`src/rtl/level_controller.sv`:
```
// Round controller for the whack-a-mole game: runs a timed round, raises
// difficulty from the live score and latches the score when the round ends.
module level_controller #(
    parameter int          CLK_HZ    = 50000000,
    parameter int          ROUND_SEC = 60,
    parameter int          T1        = 10,
    parameter int          T2        = 20,
    parameter int          T3        = 30,
    parameter logic [27:0] SPEED0    = 28'd50000000,
    parameter logic [27:0] SPEED1    = 28'd37500000,
    parameter logic [27:0] SPEED2    = 28'd25000000,
    parameter logic [27:0] SPEED3    = 28'd12500000
) (
    input  logic        clock,
    input  logic        reset,
    input  logic        start,
    input  logic [7:0]  score,
    output logic        game,
    output logic [27:0] speed,
    output logic [1:0]  level,
    output logic        level_up,
    output logic [7:0]  time_left,
    output logic        game_over,
    output logic [7:0]  final_score
);

    // A one-cycle-per-second clock still needs a 1-bit prescaler to exist.
    localparam int PW = (CLK_HZ > 1) ? $clog2(CLK_HZ) : 1;
    localparam logic [PW-1:0] PRESCALE_LAST = PW'(CLK_HZ - 1);
    localparam logic [7:0]    ROUND_LEN     = 8'(ROUND_SEC);

    typedef enum logic [1:0] {
        IDLE = 2'd0,
        PLAY = 2'd1,
        DONE = 2'd2
    } state_t;

    state_t          state_reg;
    logic            start_q;
    logic [PW-1:0]   prescaler_reg;

    logic            start_edge;
    logic            tick;
    logic            final_tick;
    logic [1:0]      target;

    function automatic logic [27:0] speed_for(input logic [1:0] lvl);
        case (lvl)
            2'd0:    speed_for = SPEED0;
            2'd1:    speed_for = SPEED1;
            2'd2:    speed_for = SPEED2;
            default: speed_for = SPEED3;
        endcase
    endfunction

    // Start edge detect, one-second tick and score-derived target level.
    always_comb begin
        start_edge = start & ~start_q;
        tick       = (state_reg == PLAY) && (prescaler_reg == PRESCALE_LAST);
        // time_left <= 1 rather than == 1 so the counter can never wrap.
        final_tick = tick && (time_left <= 8'd1);
        if (score >= 8'(T3))
            target = 2'd3;
        else if (score >= 8'(T2))
            target = 2'd2;
        else if (score >= 8'(T1))
            target = 2'd1;
        else
            target = 2'd0;
    end

    // Round FSM with all outputs registered; level only ever rises in a round.
    always_ff @(posedge clock) begin
        if (reset) begin
            state_reg     <= IDLE;
            start_q       <= 1'b0;
            prescaler_reg <= '0;
            game          <= 1'b0;
            level         <= 2'd0;
            speed         <= SPEED0;
            level_up      <= 1'b0;
            time_left     <= 8'd0;
            game_over     <= 1'b0;
            final_score   <= 8'd0;
        end else begin
            start_q  <= start;
            level_up <= 1'b0;
            case (state_reg)
                IDLE, DONE: begin
                    if (start_edge) begin
                        state_reg     <= PLAY;
                        game          <= 1'b1;
                        level         <= 2'd0;
                        speed         <= SPEED0;
                        time_left     <= ROUND_LEN;
                        prescaler_reg <= '0;
                        game_over     <= 1'b0;
                    end
                end
                PLAY: begin
                    if (tick) begin
                        prescaler_reg <= '0;
                        if (final_tick) begin
                            state_reg   <= DONE;
                            time_left   <= 8'd0;
                            game        <= 1'b0;
                            game_over   <= 1'b1;
                            final_score <= score;
                        end else begin
                            time_left <= time_left - 8'd1;
                        end
                    end else begin
                        prescaler_reg <= prescaler_reg + 1'b1;
                    end
                    // Round end wins: level and speed freeze on the final tick.
                    if (!final_tick && (target > level)) begin
                        level    <= target;
                        level_up <= 1'b1;
                        speed    <= speed_for(target);
                    end
                end
                default: begin
                    state_reg <= IDLE;
                end
            endcase
        end
    end

endmodule

```
`config.mk`:
```
export PLATFORM = sky130hd
export DESIGN_NAME = level_controller
export DESIGN_NICKNAME = d
export VERILOG_FILES = /design/src/rtl/level_controller.sv
export SDC_FILE = /design/constraint.sdc
export NUM_CORES = 1
export LEC_CHECK = 0
export ABC_AREA = 1
export CORE_MARGIN = 2
export CORE_UTILIZATION = 47
export DETAILED_ROUTE_END_ITERATION = 16
export GPL_TIMING_DRIVEN = 0
export PLACE_DENSITY = 0.78
export SYNTH_ARGS = -nofsm -noshare
export SYNTH_HDL_FRONTEND = slang
export SYNTH_SLANG_ARGS = --single-unit
```
`constraint.sdc`:
```
create_clock -name clock -period 1.9 [get_ports clock]
set_input_delay 0.38 -clock clock [delete_from_list [all_inputs] [get_ports clock]]
set_output_delay 0.38 -clock clock [all_outputs]
set_load 0.005 [all_outputs]
```
* Word level (Yosys, flattened, before mapping)
Index checks and enable logic that the tools add are counted.
** Word-level totals
- Input port bits :: 11
- Logic and storage cells :: 74
- Output and inout port bits :: 49
- Register bits after elaboration :: 78
** Operators by class
- Reductions and logical operators :: 15
- $add $sub $neg :: 2
- Bitwise gates (word level) :: 3
- Magnitude comparators :: 5
- Multiplexer cells :: 30
- Equality and inequality tests :: 9
** Operators by type and width (number)
- $pmux 26 s3 :: 1
- $mux 28 :: 2
- $pmux 28 s2 :: 1
- $mux 26 :: 2
- $pmux 26 s2 :: 1
- $add 26x1->26 const B :: 1
- $eq 26x26->1 const B :: 1
- $mux 8 :: 3
- $ge 8x5->1 const B :: 2
- $pmux 8 s2 :: 1
- $mux 2 :: 7
- $reduce_and 3->1 :: 4
- $ge 8x4->1 const B :: 1
- $le 8x1->1 const B :: 1
- $mux 1 :: 8
- $pmux 2 s2 :: 2
- $sub 8x1->8 const B :: 1
- $ne 2x2->1 const B :: 3
- $eq 2x1->1 const B :: 2
- $eq 2x2->1 const B :: 2
- $logic_not 2->1 :: 2
- $pmux 1 s2 :: 2
- $reduce_and 4->1 :: 1
- $reduce_or 2->1 :: 2
- 8 further kinds :: 11

* Logic depth before layout (Yosys ltp)
- Word-level depth :: 8
- Mapped depth :: 14
- Depth with buffers taken out :: 14

* Worst setup path after synthesis
Ideal clock, no wire load.
- Path kind :: input to register
- From :: input score[5]
- To :: register level[0]
- Buffers on the path :: 0
- Arrival :: 1.917 ns
- Required time :: 1.787 ns
- Setup time :: 0.113 ns
- Setup slack :: -0.130 ns
- Stages :: 10
- Path through :: or3_1 nor2_1 inv_1 ha_1 a211oi_1 nand2_2 nand2_4 nand2_1 nand2_1 nor2_1
** Between the ends
- Cells in the longest elaborated chain, start to end :: 8
- Elaborated cells between the ends (all ways) :: 12
- Those cells by class :: order compare (4); eq/ne (1); mux (5); reduce/logical (2)
** RTL lines
- from (decl) :: line 17 : input logic [7:0] score,
- $ge 8x4->1 :: line 66 : else if (score >= 8'(T1))
- $mux 1 :: line 66
- $mux 2 :: line 64 : else if (score >= 8'(T2))
- $mux 2 (*) :: line 62 : if (score >= 8'(T3))
- $gt 2x2->1 :: line 116 : if (!final_tick && (target > level)) begin
- $logic_and 1x1->1 :: line 116
- $ne 2x1->1 (no line)
- $reduce_and 3->1 (no line)
- to (signal assigned) :: line 117 : level <= target;
- to (decl) :: line 20 : output logic [1:0] level,
Mark *: on every way between the ends. The rest lies on a longest branch, timed or not. The select of a mux whose other input is x is not followed.
A chain may end at the register's enable or synchronous reset.

* Worst setup path in the final report
- From :: input score[7]
- To :: register level[1]
Same word-level chain as after synthesis.

==> run metrics <==
max layer used met4; met2 routed WL 3760 um; critical path class input port to flop; Clock H-tree levels 3; vias after detailed routing 3166; placed cell count 588; CTS Hold Bufs 0; Fin. Hold Viols 0; Rows 29; Sw Ratio 25.1%; Synth area leaders dfxtp_1, nand2_1, nor2_1; # diodes 0; Hold Path Class input port to flop; Post-Route WL 7790 um; hold worst-path end final_score[7]; VDD IR max 0.500 mV; Metal-1 WL 3350 um; clock net sink count 57; DR iter-0 viols 198; die width 85.8 um; status complete, but fails checks; clk buf depth 2; die area 7360 um^2; Rel. slew slack 65.3%; Worst setup EP type flop; vias in the first global route 3055; Post-Synthesis Cell Area 3140 um^2; share of cells above drive strength 1 21.8%; drt wl/cell 12.7 um; final period utilization 98.7%; Core ar. 6420 um^2; min cycle time layout 1870 ps; Syn. warnings 0; PnR worst setup slack 25.0 ps; utilization after layout 64.7%; Crit Path Max Fanout 8; 1st-pass router iterations 11; worst r2r path cells 11; Psw 0.789 mW; Gate power share 17.7%; Slew Limit Fails 0; clock network power share 41.5%; LEAKAGE 1.67 nW; Die Ht 85.8 um; Hold Path Origin score[7]; Worst Tran Pin Value 521 ps; # IOs 60; Post-Syn Instances 455; CP arrival 2110 ps; DRC Markers 7; GP Congestion 0.912; # setup viols final 0; Pwr Total 3.15 mW; Reg2Reg Capture Point time_left[6]; Crit path required time 2140 ps; Flop pwr share 40.8%; max reg flops 26; Antenna Nets Post-Route 0; setup tns final 0 ps; final net count 551; Worst-Skew Late Latency 340 ps; clock root buffer clkbuf_8; unrepaired setup endpoints after global routing yes; sequential share of the synthesized area 36.3%; Area Overhead vs Synth 32.1%; initial antenna violation count 0; Starting Density 49.0%; crit path launch type input port; WL met3 537 um; largest net degree at the start of global routing 11; R2R Path Start prescaler_reg[0]; Internal 2.36 mW; fin cells 614; Worst Clk Skew 6.70 ps; R2R setup slack 70 ps; Power per Cell Area 758 nW/um^2; violated checks design-rule violations; syn_area_per_cell 6.91 um^2; share of the synthesized area in the top cell type 36.3%; Synth area leader dfxtp_1; GRT overflow 0; TritonCTS clock tree yes; vias per cell 5.16; Area after DPL 3750 um^2; PortBufs 44; GRT Util Overall 22.3%; Hold WS 290 ps; Final Instance Area 4150 um^2; post-synth cell types 39; first-pass GRT wire length 13200 um; clk slew on worst S/H paths 60 ps; CTS Buf Count 9; worst hold path cell count 3; pre-CTS setup slack -741 ps; fmax 0.533 GHz; synthesized flop and latch total 57; MaxCap Viol Count 0; HPWL after DPL 5540 um
==> cell families (layout without fill, tap and decap cells) <==
| family | after synthesis | count (layout) | synth area share (%) |
|---|---|---|---|
| buffers and inverters | 87 | 156 | 14.3 |
| other | 2 | 14 | 0.239 |
| adders and majority gates | 7 | 7 | 2.79 |
| AOI/OAI and AO/OA | 75 | 75 | 13.2 |
| xor gates and xnor gates | 5 | 5 | 1.39 |
| and+or+nand+nor | 222 | 223 | 31.8 |
| DFF | 57 | 57 | 36.3 |
==> cells in the mapped netlist, drive strengths merged <==
library cell	count
nor3	11
o21ai	27
clkbuf	3
nand3	36
nand4	6
conb	2
nor2	68
o22ai	5
or3	1
ha	7
buf	29
a211oi	2
inv	54
dfxtp	57
a21boi	1
clkinv	1
o21bai	1
xnor2	1
o211ai	1
xor2	4
or2	1
a21oi	37
nand3b	1
nand2	98
a31oi	1
==> what timing repair did <==
item,CTS,global route
buffers inserted,3,7
gates cloned,1,0
setup endpoints to repair,10,37
pin swaps,10,8
resized for setup,31,22
==> area by class of cell <==
class                           count  area, um^2
Buffer                             32         241
Clock buffer                       13         169
Clock inverter                      2        60.1
Fill cell                         571        2270
Inverter                           55         211
Multi-Input combinational cell    324        1720
Sequential cell                    57        1140
Tap cell                           77        96.3
Timing Repair Buffer               54         509
==> placed cells by master (no fill, tap or decap), drive strengths merged, types with 2 or more instances in the layout <==
cell,netlist,layout
clkdlybuf4s50,0,37
a211oi,2,2
nand3,36,36
buf,29,42
conb,2,14
ha,7,7
dfxtp,57,57
a21oi,37,37
nand2,98,99
nand4,6,6
o22ai,5,5
xor2,4,4
bufinv,0,2
nor3,11,11
o21ai,27,27
nor2,68,68
inv,54,54
dlygate4sd2,0,3
clkbuf,3,16
==> worst max-delay path: stages <==
cell	delay [ps]
buf_6	90
or3_4	410
nor2_4	140
inv_2	70
ha_4	290
a21oi_2	70
a211oi_4	200
nand2_2	150
nand2_4	130
nand2_2	60
nand2_1	70
nor2_1	50
==> how the worst max path moves through the flow <==
stage,from,end,slack [ps],cells after the start
after global routing,score[7],level[1],-60,12
after CTS,score[7],level[1],-20,12
final,score[7],level[1],30,12
after global placement,score[5],speed[18],-710,12
after floorplan,score[5],level[0],-70,11
after detailed placement,score[5],speed[18],-740,12
==> routing by layer <==
metal,up-vias,track usage [%]
met3,13,4.04
met1,1443,27.0
met4,0,11.1
li1,1589,-
met2,121,38.0
met5,-,0
==> power by group through the flow <==
stage	registers [mW]	clock network (mW)	logic, mW
after floorplan	1.30	0	0.299
after CTS	1.28	1.33	0.524
after global routing	1.29	1.38	0.611
final	1.28	1.31	0.558
after detailed placement	1.30	0	0.497
after global placement	1.30	0	0.487
(Power assumes the default switching activity.)
